==> config.mk <==
export PLATFORM = sky130hd
export DESIGN_NAME = alu_exec_unit
export DESIGN_NICKNAME = d
export VERILOG_FILES = /design/src/rtl/alu_exec_unit.sv
export SDC_FILE = /design/constraint.sdc
export NUM_CORES = 1
export LEC_CHECK = 0
export BUFFER_PORTS_ARGS = -buffer_cell sky130_fd_sc_hd__buf_2
export CAP_MARGIN = 0
export CORE_UTILIZATION = 36
export CTS_CLUSTER_DIAMETER = 40
export CTS_CLUSTER_SIZE = 20
export DETAILED_ROUTE_END_ITERATION = 7
export MAX_ROUTING_LAYER = met4
export SLEW_MARGIN = 15
export SYNTH_ARGS = -nofsm -noshare
export SYNTH_HDL_FRONTEND = slang
export SYNTH_SLANG_ARGS = --single-unit
==> constraint.sdc <==
create_clock -name clk -period 22.9 [get_ports clk]
set_clock_uncertainty 0.15 [all_clocks]
set_input_delay 2.29 -clock clk [delete_from_list [all_inputs] [get_ports clk]]
set_output_delay 2.29 -clock clk [all_outputs]
set_load 0.03 [all_outputs]
==> src/rtl/alu_exec_unit.sv <==
// alu_exec_unit: executes decoded ALU ops and maintains the NZCV flag register.
// Single-cycle ops finish on the accepting edge. MUL (shift-add) and UDIV
// (restoring) iterate one bit per cycle for WIDTH cycles.
module alu_exec_unit #(
    parameter int unsigned WIDTH = 32,
    parameter int unsigned SHW   = $clog2(WIDTH)
) (
    input  logic             clk,
    input  logic             rst,
    input  logic             start,
    input  logic [3:0]       alu_control,
    input  logic [1:0]       flag_w,
    input  logic [WIDTH-1:0] a,
    input  logic [WIDTH-1:0] b,
    output logic [WIDTH-1:0] result,
    output logic [WIDTH-1:0] result_hi,
    output logic [3:0]       nzcv,
    output logic             busy,
    output logic             done
);

    localparam logic [3:0] OP_ADD  = 4'b0000;
    localparam logic [3:0] OP_SUB  = 4'b0001;
    localparam logic [3:0] OP_AND  = 4'b0010;
    localparam logic [3:0] OP_ORR  = 4'b0011;
    localparam logic [3:0] OP_EOR  = 4'b0100;
    localparam logic [3:0] OP_LSL  = 4'b0101;
    localparam logic [3:0] OP_LSR  = 4'b0110;
    localparam logic [3:0] OP_MUL  = 4'b0111;
    localparam logic [3:0] OP_UDIV = 4'b1000;

    typedef enum logic [1:0] {IDLE, MUL_RUN, DIV_RUN} state_t;

    state_t               r_state;
    logic [SHW-1:0]       r_cnt;
    logic [1:0]           r_fw;
    logic [2*WIDTH-1:0]   r_p;      // {partial product high, remaining multiplier bits}
    logic [WIDTH-1:0]     r_mcand;
    logic [WIDTH-1:0]     r_rem;
    logic [WIDTH-1:0]     r_q;      // dividend bits shifting out, quotient bits shifting in
    logic [WIDTH-1:0]     r_dvs;

    logic [WIDTH:0]       w_add;
    logic [WIDTH:0]       w_sub;
    logic [WIDTH:0]       w_lsl;
    logic [WIDTH:0]       w_lsr;
    logic [WIDTH-1:0]     w_res;
    logic [WIDTH-1:0]     w_hi;
    logic                 w_c;
    logic                 w_v;
    logic [WIDTH:0]       w_mul_sum;
    logic [2*WIDTH-1:0]   w_mul_next;
    logic [WIDTH:0]       w_div_t;
    logic                 w_div_ge;
    logic [WIDTH-1:0]     w_div_diff;
    logic [WIDTH-1:0]     w_rem_next;
    logic [WIDTH-1:0]     w_q_next;

    // Merge new flags into the held register under the write enables.
    function automatic logic [3:0] f_nzcv(input logic [3:0] old, input logic [1:0] fw,
                                          input logic [WIDTH-1:0] res, input logic c,
                                          input logic v);
        logic [3:0] f;
        f[3:2] = fw[1] ? {res[WIDTH-1], (res == '0)} : old[3:2];
        f[1:0] = fw[0] ? {c, v} : old[1:0];
        return f;
    endfunction

    assign w_add = {1'b0, a} + {1'b0, b};
    assign w_sub = {1'b0, a} - {1'b0, b};
    assign w_lsl = {1'b0, a} << b[SHW-1:0];
    assign w_lsr = {a, 1'b0} >> b[SHW-1:0];

    // Single-cycle datapath; the extra bit of each shift catches the last bit shifted out.
    always_comb begin
        w_res = '0;
        w_hi  = '0;
        w_c   = 1'b0;
        w_v   = 1'b0;
        case (alu_control)
            OP_ADD: begin
                w_res = w_add[WIDTH-1:0];
                w_c   = w_add[WIDTH];
                w_v   = (a[WIDTH-1] == b[WIDTH-1]) && (w_add[WIDTH-1] != a[WIDTH-1]);
            end
            OP_SUB: begin
                w_res = w_sub[WIDTH-1:0];
                w_c   = ~w_sub[WIDTH];
                w_v   = (a[WIDTH-1] != b[WIDTH-1]) && (w_sub[WIDTH-1] != a[WIDTH-1]);
            end
            OP_AND: w_res = a & b;
            OP_ORR: w_res = a | b;
            OP_EOR: w_res = a ^ b;
            OP_LSL: begin
                w_res = w_lsl[WIDTH-1:0];
                w_c   = w_lsl[WIDTH];
            end
            OP_LSR: begin
                w_res = w_lsr[WIDTH:1];
                w_c   = w_lsr[0];
            end
            OP_UDIV: begin
                w_res = '1;
                w_hi  = a;
            end
            default: ;
        endcase
    end

    // One shift-add step and one restoring-division step per cycle.
    assign w_mul_sum  = {1'b0, r_p[2*WIDTH-1:WIDTH]} + (r_p[0] ? {1'b0, r_mcand} : '0);
    assign w_mul_next = {w_mul_sum, r_p[WIDTH-1:1]};
    assign w_div_t    = {r_rem, r_q[WIDTH-1]};
    assign w_div_ge   = (w_div_t >= {1'b0, r_dvs});
    assign w_div_diff = w_div_t[WIDTH-1:0] - r_dvs;
    assign w_rem_next = w_div_ge ? w_div_diff : w_div_t[WIDTH-1:0];
    assign w_q_next   = {r_q[WIDTH-2:0], w_div_ge};

    // Control FSM, iteration registers and all architectural outputs.
    always_ff @(posedge clk or posedge rst) begin
        if (rst) begin
            r_state   <= IDLE;
            r_cnt     <= '0;
            r_fw      <= '0;
            r_p       <= '0;
            r_mcand   <= '0;
            r_rem     <= '0;
            r_q       <= '0;
            r_dvs     <= '0;
            result    <= '0;
            result_hi <= '0;
            nzcv      <= '0;
            busy      <= 1'b0;
            done      <= 1'b0;
        end else begin
            done <= 1'b0;
            case (r_state)
                IDLE: begin
                    if (start) begin
                        r_fw <= flag_w;
                        if (alu_control == OP_MUL) begin
                            r_state <= MUL_RUN;
                            r_cnt   <= '0;
                            r_p     <= {{WIDTH{1'b0}}, b};
                            r_mcand <= a;
                            busy    <= 1'b1;
                        end else if (alu_control == OP_UDIV && b != '0) begin
                            r_state <= DIV_RUN;
                            r_cnt   <= '0;
                            r_rem   <= '0;
                            r_q     <= a;
                            r_dvs   <= b;
                            busy    <= 1'b1;
                        end else begin
                            result    <= w_res;
                            result_hi <= w_hi;
                            nzcv      <= f_nzcv(nzcv, flag_w, w_res, w_c, w_v);
                            done      <= 1'b1;
                        end
                    end
                end
                MUL_RUN: begin
                    r_p   <= w_mul_next;
                    r_cnt <= r_cnt + SHW'(1);
                    if (r_cnt == SHW'(WIDTH - 1)) begin
                        result    <= w_mul_next[WIDTH-1:0];
                        result_hi <= w_mul_next[2*WIDTH-1:WIDTH];
                        nzcv      <= f_nzcv(nzcv, r_fw, w_mul_next[WIDTH-1:0], 1'b0, 1'b0);
                        done      <= 1'b1;
                        busy      <= 1'b0;
                        r_cnt     <= '0;
                        r_state   <= IDLE;
                    end
                end
                DIV_RUN: begin
                    r_rem <= w_rem_next;
                    r_q   <= w_q_next;
                    r_cnt <= r_cnt + SHW'(1);
                    if (r_cnt == SHW'(WIDTH - 1)) begin
                        result    <= w_q_next;
                        result_hi <= w_rem_next;
                        nzcv      <= f_nzcv(nzcv, r_fw, w_q_next, 1'b0, 1'b0);
                        done      <= 1'b1;
                        busy      <= 1'b0;
                        r_cnt     <= '0;
                        r_state   <= IDLE;
                    end
                end
                default: r_state <= IDLE;
            endcase
        end
    end

endmodule

After elaboration in Yosys (flattened, before gate mapping)
Cells that the tools add are included.
- register bits: 271
- bits in latches: 0
- RAM bits: 0
- memory bits (read-only): 0
- bits of input ports: 73
- output and inout port bits: 70
- logic and storage cells: 140
- memories: 0
- add/subtract/negate cells: 5
- $mul: 0
- div/mod/pow operators: 0
- order comparisons: 1
- eq/ne operators: 28
- shift-type cells: 2
- muxes and demuxes: 60
- bitwise gates (word level): 5
- reductions and logical operators: 25
- operators by type and width (kind ; count):
    2-to-1 mux 32 bit ; 19
    case mux 32 bit (8 select lines) ; 1
    case mux 32 bit (3 select lines) ; 2
    2-to-1 mux 64 bit ; 2
    case mux 32 bit (2 select lines) ; 2
    case mux 64 bit (2 select lines) ; 1
    zero test 32 bit ; 3
    adder 32 x 32 -> 33 bit ; 2
    >= comparator 33 x 32 -> 1 bit ; 1
    left shift 32 x 5 -> 33 bit ; 1
    right shift 33 x 5 -> 33 bit ; 1
    subtractor 32 x 32 -> 33 bit ; 1
    AND 32 bit ; 1
    OR 32 bit ; 1
    nonzero test 32 bit ; 1
    subtractor 32 bit ; 1
    XOR 32 bit ; 1
    != test 2 bit, second input constant ; 11
    2-to-1 mux 4 bit ; 5
    2-to-1 mux 5 bit ; 4
    2-to-1 mux 2 bit ; 9
    equality test 4 x 3 -> 1 bit, second input constant ; 4
    case mux 4 bit (3 select lines) ; 1
    AND reduction 3 bit ; 4
    other kinds (28) ; 47

Logic depth before layout (Yosys ltp)
Gate-level depths: netlist of the first run.
- depth after elaboration: 9
- depth in mapped cells: 19
- gate-level depth less buffers: 16

Worst setup path before layout of the first run
OpenSTA, ideal clock, no wires.
- path type: input port to flip-flop
- from: input port b[2]
- to: register nzcv[2]
- library setup time: 0.092 ns
- data arrival time: 6.973 ns
- data required time: 22.658 ns
- setup slack: 15.685 ns
- stages: 19
- cells stage by stage: buf_2 inv_2 clkbuf_1 clkbuf_1 clkbuf_1 ha_1 buf_6 nand2b_4 a2111o_1 a22oi_1 mux2i_1 o21ai_0 or4_1 or4b_1 nor4_1 nand4b_1 nor4_1 nand3_1 o31ai_2
- longest elaborated chain between the ends: 8
- elaborated cells on any way between the ends: 18
- RTL lines (element ; line ; RTL):
    from (decl) ; 14 ; input logic [WIDTH-1:0] b,
    subtractor 32 x 32 -> 33 bit, or another cell as far along ; 70 ; assign w_sub = {1'b0, a} - {1'b0, b};
    case mux 32 bit (8 select lines) ; 80 ; case (alu_control)
    zero test 32 bit ; 64 ; f[3:2] = fw[1] ? {res[WIDTH-1], (res == '0)} : old[3:2];
    2-to-1 mux 2 bit ; 64 ;
    2-to-1 mux 4 bit ; 147 ; end else if (alu_control == OP_UDIV && b != '0) begin
    2-to-1 mux 4 bit ; 141 ; if (alu_control == OP_MUL) begin
    2-to-1 mux 4 bit ; 139 ; if (start) begin
    case mux 4 bit (3 select lines) ; 137 ; case (r_state)
    to (signal assigned) ; 157 ; nzcv <= f_nzcv(nzcv, flag_w, w_res, w_c, w_v);
    to (signal assigned) ; 168 ; nzcv <= f_nzcv(nzcv, r_fw, w_mul_next[WIDTH-1:0], 1'b0, 1'b0);
    to (signal assigned) ; 182 ; nzcv <= f_nzcv(nzcv, r_fw, w_q_next, 1'b0, 1'b0);
    to (decl) ; 17 ; output logic [3:0] nzcv,
Several ways; a longest one is shown, not always the timed one. The select of a mux whose other input is x is not followed.
A chain may end at the register's enable or synchronous reset.

Final worst setup path of the first run
- from: input port b[1]
- to: register nzcv[2]
The elaborated chain is that of the path after synthesis.

==> impl_metrics.tcl, run 1 <==
set metrics [dict create \
    status "completed" \
    internal_power_mw 1.51 \
    setup_tns_ns 0 \
    finalHoldViolCount 0 \
    period_minus_slack_ns 7.19 \
    placed_cell_area_um2 27300 \
    swShare_pct 48.5 \
    rows 98 \
    hpwl_um 91600 \
    gr-total-overflow 0 \
    synth.area.top_cells "dfrtp_1 26%, ha_1 8.4%, nand2_1 6.0%" \
    powerDensity_nw_per_um2 102 \
    worstPathArrival_ns 7.53 \
    endpoint_kind "register" \
    antenna_found_initial 6 \
    wirelength_um 123000 \
    final-seq-area_um2 6780 \
    synthCells 3261 \
    fillCellCount 7256 \
    synth_most_common_cell "nand2_1" \
    setup_viol 0 \
    reg2reg_to "nzcv[2]" \
    async_reset_ff_share_pct 100 \
    worstSetupStartpointType "primary input" \
    ctsResizeCount 0 \
    relSlewSlack_pct 13.0 \
    p_leak_nw 12.7 \
    seq_power_share_pct 27.2 \
    grt_max_degree 153 \
    drc 0 \
    synth_edf_count 0 \
    postRouteAntennaNets 0 \
    finish.utilization_pct 40.2 \
    cts_buffer_depth 3 \
    clk_pin_slew_ns 0.05 \
    critical_path.max_fanout 37 \
    drtIter0Drc 3374 \
    syn_area_per_cell_um2 7.96 \
    power_frac_comb_pct 50.5 \
    multi_input_area_um2 17600 \
    cts_buffers 41 \
    ys_top_cells_by_count "415 x nand2_1, 304 x o21ai_0, 271 x dfrtp_1, 250 x a21oi_1" \
    worstMarginPinSlew_ns 1.29 \
    r2r_setup_slack_ns 18.09 \
    synth_area_um2 26000 \
    grt_pass1_vias 25057 \
    drt_first_pass_iters 8 \
    io_pins 143 \
    fin_hold_ws_ns 0.317 \
    period_share_pct 31.4 \
    critPathRequiredTime_ns 23.24 \
    die_w_um 271 \
    power_frac_clock_pct 22.3 \
    cp-startpoint "b[1]" \
    area_growth_pct 10.7 \
    post_route_cells_drive_above_1_share_pct 11.7 \
    cts-root-buf "clkbuf_16" \
    maxSlewViolCount 0 \
    routedWlPerCell_um 29.2 \
    power.switching_mw 1.42 \
    cts_tree "done" \
    start_util_pct 36.3 \
    io_buffers 142 \
    drv_cap 0 \
    yosys.area.top_type "dfrtp_1" \
    post_cts_buffers 0 \
    cts_hold_buf 0 \
    reg2reg_depth 15 \
    r2r_start "r_q[31]" \
    crit_end "nzcv[2]" \
    clock-sinks 271 \
    viasPerCell 6.37 \
    rsz0062_at_grt "false" \
    hold_class "reg2reg" \
    ys_seq_elements 271 \
    grt_first_pass_wirelength_um 178000 \
    yosysSeqAreaShare_pct 26.1 \
    die-height_um 271 \
    ys_warn_count 0 \
    synth-main-ff-cell "dfrtp_1" \
    syn_nets 3513 \
    die-area_um2 73200 \
    peakVddDrop_uv 71.7 \
    gp_congestion 1.08 \
    synth_top_area_share_pct 26.1 \
    finalNetCount 3487 \
    cts_max_level 2 \
    max_freq_mhz 139 \
    critPathKind "in2reg" \
    design_area_um2 28800 \
    core_area_um2 71500 \
    grt_usage_pct 33.7 \
    vias 26896 \
    clock_latency_ns 0.58 \
    synth.distinct_cells 91 \
]
==> through the flow <==
step                total power, mW  cells  worst slack (ns)
finish                         2.93   4223             15.71
global route                   3.08   4223             15.55
detailed placement             2.25   4142             15.27
floorplan                      1.72   3261             12.99
CTS                            2.91   4217             15.86
global placement               2.24   4142             15.27
==> routing by layer <==
metal	routed length [µm]	GRT usage (%)	part of all wire (%)	vias up
met5	0	-	0	-
met4	6670	16.1	5.4	0
met3	11800	7.25	9.6	284
met2	52300	48.1	42	1492
met1	52500	45.0	43	13179
li1	-	-	-	11941
==> layout make-up <==
class                           instances  area share (%)
Multi-Input combinational cell       2568            61.4
Sequential cell                       271            23.6
Tap cell                              950            4.13
Clock buffer                           48            3.80
Timing Repair Buffer                  190            3.79
Inverter                              163            2.15
Clock inverter                         27            1.12
Antenna cell                            6          0.0522
==> worst min path at each step <==
stage                            from     endpoint  slack [ns]  depth (start not counted)
final                      result[22]   result[22]        0.32                          2
after global routing       result[22]   result[22]        0.33                          2
after CTS                  result[22]   result[22]        0.32                          2
after detailed placement   result[22]   result[22]        0.31                          2
after global placement    r_mcand[22]  r_mcand[22]        0.30                          2
after floorplan              r_cnt[3]     r_cnt[3]        0.29                          1
==> kinds of logic after synthesis <==
family | after synthesis | synth area share, %
XOR/XNOR | 61 | 2.06
adder cells (fa/ha/maj) | 179 | 8.74
flip-flops | 271 | 26.1
AO/OA/AOI/OAI | 1087 | 26.9
AND/OR/NAND/NOR | 1016 | 18.4
multiplexers | 225 | 11.3
buffers and inverters | 422 | 6.43
==> flip-flops by register name, summed over array words and instances, names as in the netlist <==
| register | cells |
|---|---|
| busy | 1 |
| done | 1 |
| nzcv | 4 |
| r_cnt | 5 |
| r_dvs | 32 |
| r_fw | 2 |
| r_mcand | 32 |
| r_p | 64 |
| r_q | 32 |
| r_rem | 32 |
| r_state | 2 |
| result | 32 |
| result_hi | 32 |
==> layout by cell type, fill, tap and decap left out, types with 33 or more instances in the layout <==
cell       instances
nand4_1           33
xnor2_1           39
inv_1            156
nand3_1           46
a221oi_1          38
nor3_1            66
nor2_1           210
o211ai_1          48
o21ai_0          304
a211oi_1          40
buf_4             50
a31oi_1           39
and2_1            44
dfrtp_1          271
nor4_1            40
a21o_1            74
buf_2            139
a21oi_1          250
mux2i_1          147
nand2_1          415
mux4_2            52
clkbuf_16         42
ha_1             172
o31ai_1           39
==> critical path, stage by stage <==
cell and delay (ns):
buf_4 0.45, inv_2 0.38, fa_1 0.55, nor2b_1 0.30
o2111ai_1 0.33, a31oi_1 0.66, a211oi_1 0.26, o31ai_1 0.58
a211o_1 0.22, nand3_1 0.08, nor3b_1 0.57, nand4b_1 0.19
nor4_1 0.32, nand3_1 0.13, o31ai_2 0.19
==> power by group through the flow <==
stage	Combinational, mW	Clock, mW	Sequential [mW]
final	1.48	0.653	0.798
after global routing	1.58	0.680	0.814
after CTS	1.45	0.661	0.794
after detailed placement	1.45	0	0.801
after global placement	1.44	0	0.799
after floorplan	0.888	0	0.835
Power figures use the tool's default switching activity.
==> run 2: changes to the inputs <==
- clock period: 22.9 -> 6.2 ns (I/O delays scaled with it)
==> run 2 against run 1 <==
Against the previous run:
- the flow now finishes with violations (design-rule violations)
- sequential share of layout area down 0.52 points
- first-iteration DRC count up 20%
- utilization up 0.91 points
- combinational power rose to 3.8 times the previous value
- die area unchanged
- clock-buffer cell count up 4
- final area up 2.3%
- worst hold slack worse by 0.17 ns
- non-clock buffer count up 57
- critical endpoint unchanged
- largest cell class unchanged
==> impl_metrics.tcl, run 2 (synthesized netlist as in run 1, its figures left out) <==
set metrics [dict create \
    hpwl_um 96400 \
    endpoint_kind "register" \
    cts_buffer_depth 3 \
    viasPerCell 6.43 \
    clk_pin_slew_ns 0.06 \
    maxSlewViolCount 0 \
    cts_buffers 43 \
    clock_latency_ns 0.59 \
    antenna_found_initial 9 \
    grt_pass1_vias 25832 \
    hold_path_depth 2 \
    gr-total-overflow 0 \
    hold_class "in2reg" \
    power_frac_clock_pct 23.3 \
    drtIter0Drc 4039 \
    failed_checks "design-rule violations" \
    grt_usage_pct 35.0 \
    relSlewSlack_pct 24.8 \
    io_pins 143 \
    rsz0062_at_grt "false" \
    die-height_um 271 \
    wirelength_um 127000 \
    die_w_um 271 \
    status "complete, but fails checks" \
    power.total_mw 11.3 \
    power_frac_comb_pct 50.1 \
    post_route_cells_drive_above_1_share_pct 13.3 \
    peakVddDrop_uv 334 \
    cts-root-buf "clkbuf_16" \
    max_freq_mhz 199 \
    postRouteAntennaNets 0 \
    core_area_um2 71500 \
    power.switching_mw 5.42 \
    top_register "r_p" \
    vias 27562 \
    largest_reg_flops 64 \
    routedWlPerCell_um 29.7 \
    cts_tree "done" \
    critPathKind "in2reg" \
    finalHoldViolCount 0 \
    start_util_pct 36.3 \
    grt_first_pass_wirelength_um 185000 \
    period_minus_slack_ns 5.04 \
    worstMarginPinSlew_ns 1.12 \
    drc 13 \
    drv_cap 0 \
    worstPathArrival_ns 5.37 \
    drt_first_pass_iters 8 \
    io_buffers 142 \
    area_growth_pct 13.2 \
    worstSetupStartpointType "primary input" \
    grt_max_degree 126 \
    p_leak_nw 13.0 \
    cts_max_level 2 \
    critical_path.max_fanout 74 \
    internal_power_mw 5.83 \
    gp_congestion 1.09 \
    final_cell_mix "415 x nand2_1, 304 x o21ai_0, 271 x dfrtp_1" \
    reg2reg_depth 16 \
    fillCellCount 7368 \
    seq_power_share_pct 26.6 \
    period_share_pct 81.2 \
    setup_tns_ns 0 \
    powerDensity_nw_per_um2 383 \
    swShare_pct 48.2 \
    mostFrequentLayoutCell "nand2_1" \
    clock-sinks 271 \
    die-area_um2 73200 \
    critPathRequiredTime_ns 6.53 \
    setup_viol 0 \
    rows 98 \
    finalNetCount 3546 \
]
==> run 2: changes by cell type in the layout (fill, tap and decap cells not counted), sizes merged <==
| cell | before | now |
|---|---|---|
| buf | 190 | 246 |
| bufinv | 3 | 5 |
| clkbuf | 48 | 52 |
| clkinv | 8 | 6 |
| clkinvlp | 5 | 6 |
| diode | 6 | 7 |
| dlygate4sd3 | 0 | 1 |
==> run 2: power by group through the flow <==
stage	Sequential [mW]	Clock [mW]	Combinational (mW)
final	3.00	2.62	5.63
after detailed placement	3.00	0	5.48
after floorplan	3.08	0	3.28
after global routing	3.06	2.73	6.00
after CTS	2.97	2.65	5.50
after global placement	2.99	0	5.48
==> run 2: layout make-up <==
type	count	area [µm²]	area share, %
Multi-Input combinational cell	2568	17600	60.0
Sequential cell	271	6780	23.1
Timing Repair Buffer	247	1610	5.47
Clock buffer	52	1190	4.06
Tap cell	950	1190	4.04
Inverter	163	616	2.09
Clock inverter	28	363	1.23
Antenna cell	7	17.5	0.0596
==> run 2: metal layers <==
metal  wire [µm]  global-route usage, %  part of all wire, %
met1       52900                   46.7                   42
met2       52700                   48.9                   41
met3       14400                   9.12                   11
met4        7310                   16.7                  5.7
met5           0                      -                    0
==> run 2: worst max-delay path: stages <==
cell and delay, ns:
buf_4 0.21, buf_12 0.39, inv_2 0.18, ha_1 0.29, mux2i_4 0.19, buf_4 0.22, o21ai_0 0.17, a221oi_1 0.55
nand4_1 0.33, a211o_1 0.37, or4b_1 0.47, nor4_1 0.27, buf_4 0.18, nand4b_1 0.15, nor4_1 0.38, nand3_1 0.14
o31ai_2 0.19
==> run 2: per-stage QoR <==
step	cells	area [µm²]	worst slack [ns]	hold slack [ns]	util (%)
4_1_cts	4279	29400	1.29	0.124	41.1
3_5_place_dp	4198	27800	0.710	0.305	38.9
6_report	4286	29400	1.16	0.142	41.1
5_1_grt	4285	29400	1.02	0.130	41.1
2_1_floorplan	3261	26000	0.655	0.287	-
3_3_place_gp	4198	27800	0.865	0.303	38.9
==> run 2: what timing repair did <==
action                    4_1_cts  5_1_grt
hold endpoints to repair       21        0
gates resized for setup         0        0
setup buffers                   0        0
hold buffers                    1        0
==> run 2: path summary, 6_finish.rpt <==
check,from,to,slack (ns)
worst min-delay path,flag_w[1],r_fw[1],0.14
worst max-delay path,b[0],nzcv[2],1.16
worst max register to register,r_q[31],nzcv[2],1.31
max in group asynchronous,rst,r_rem[7],4.19
min in group asynchronous,rst,result_hi[23],0.52
worst min register to register,result[24],result[24],0.31
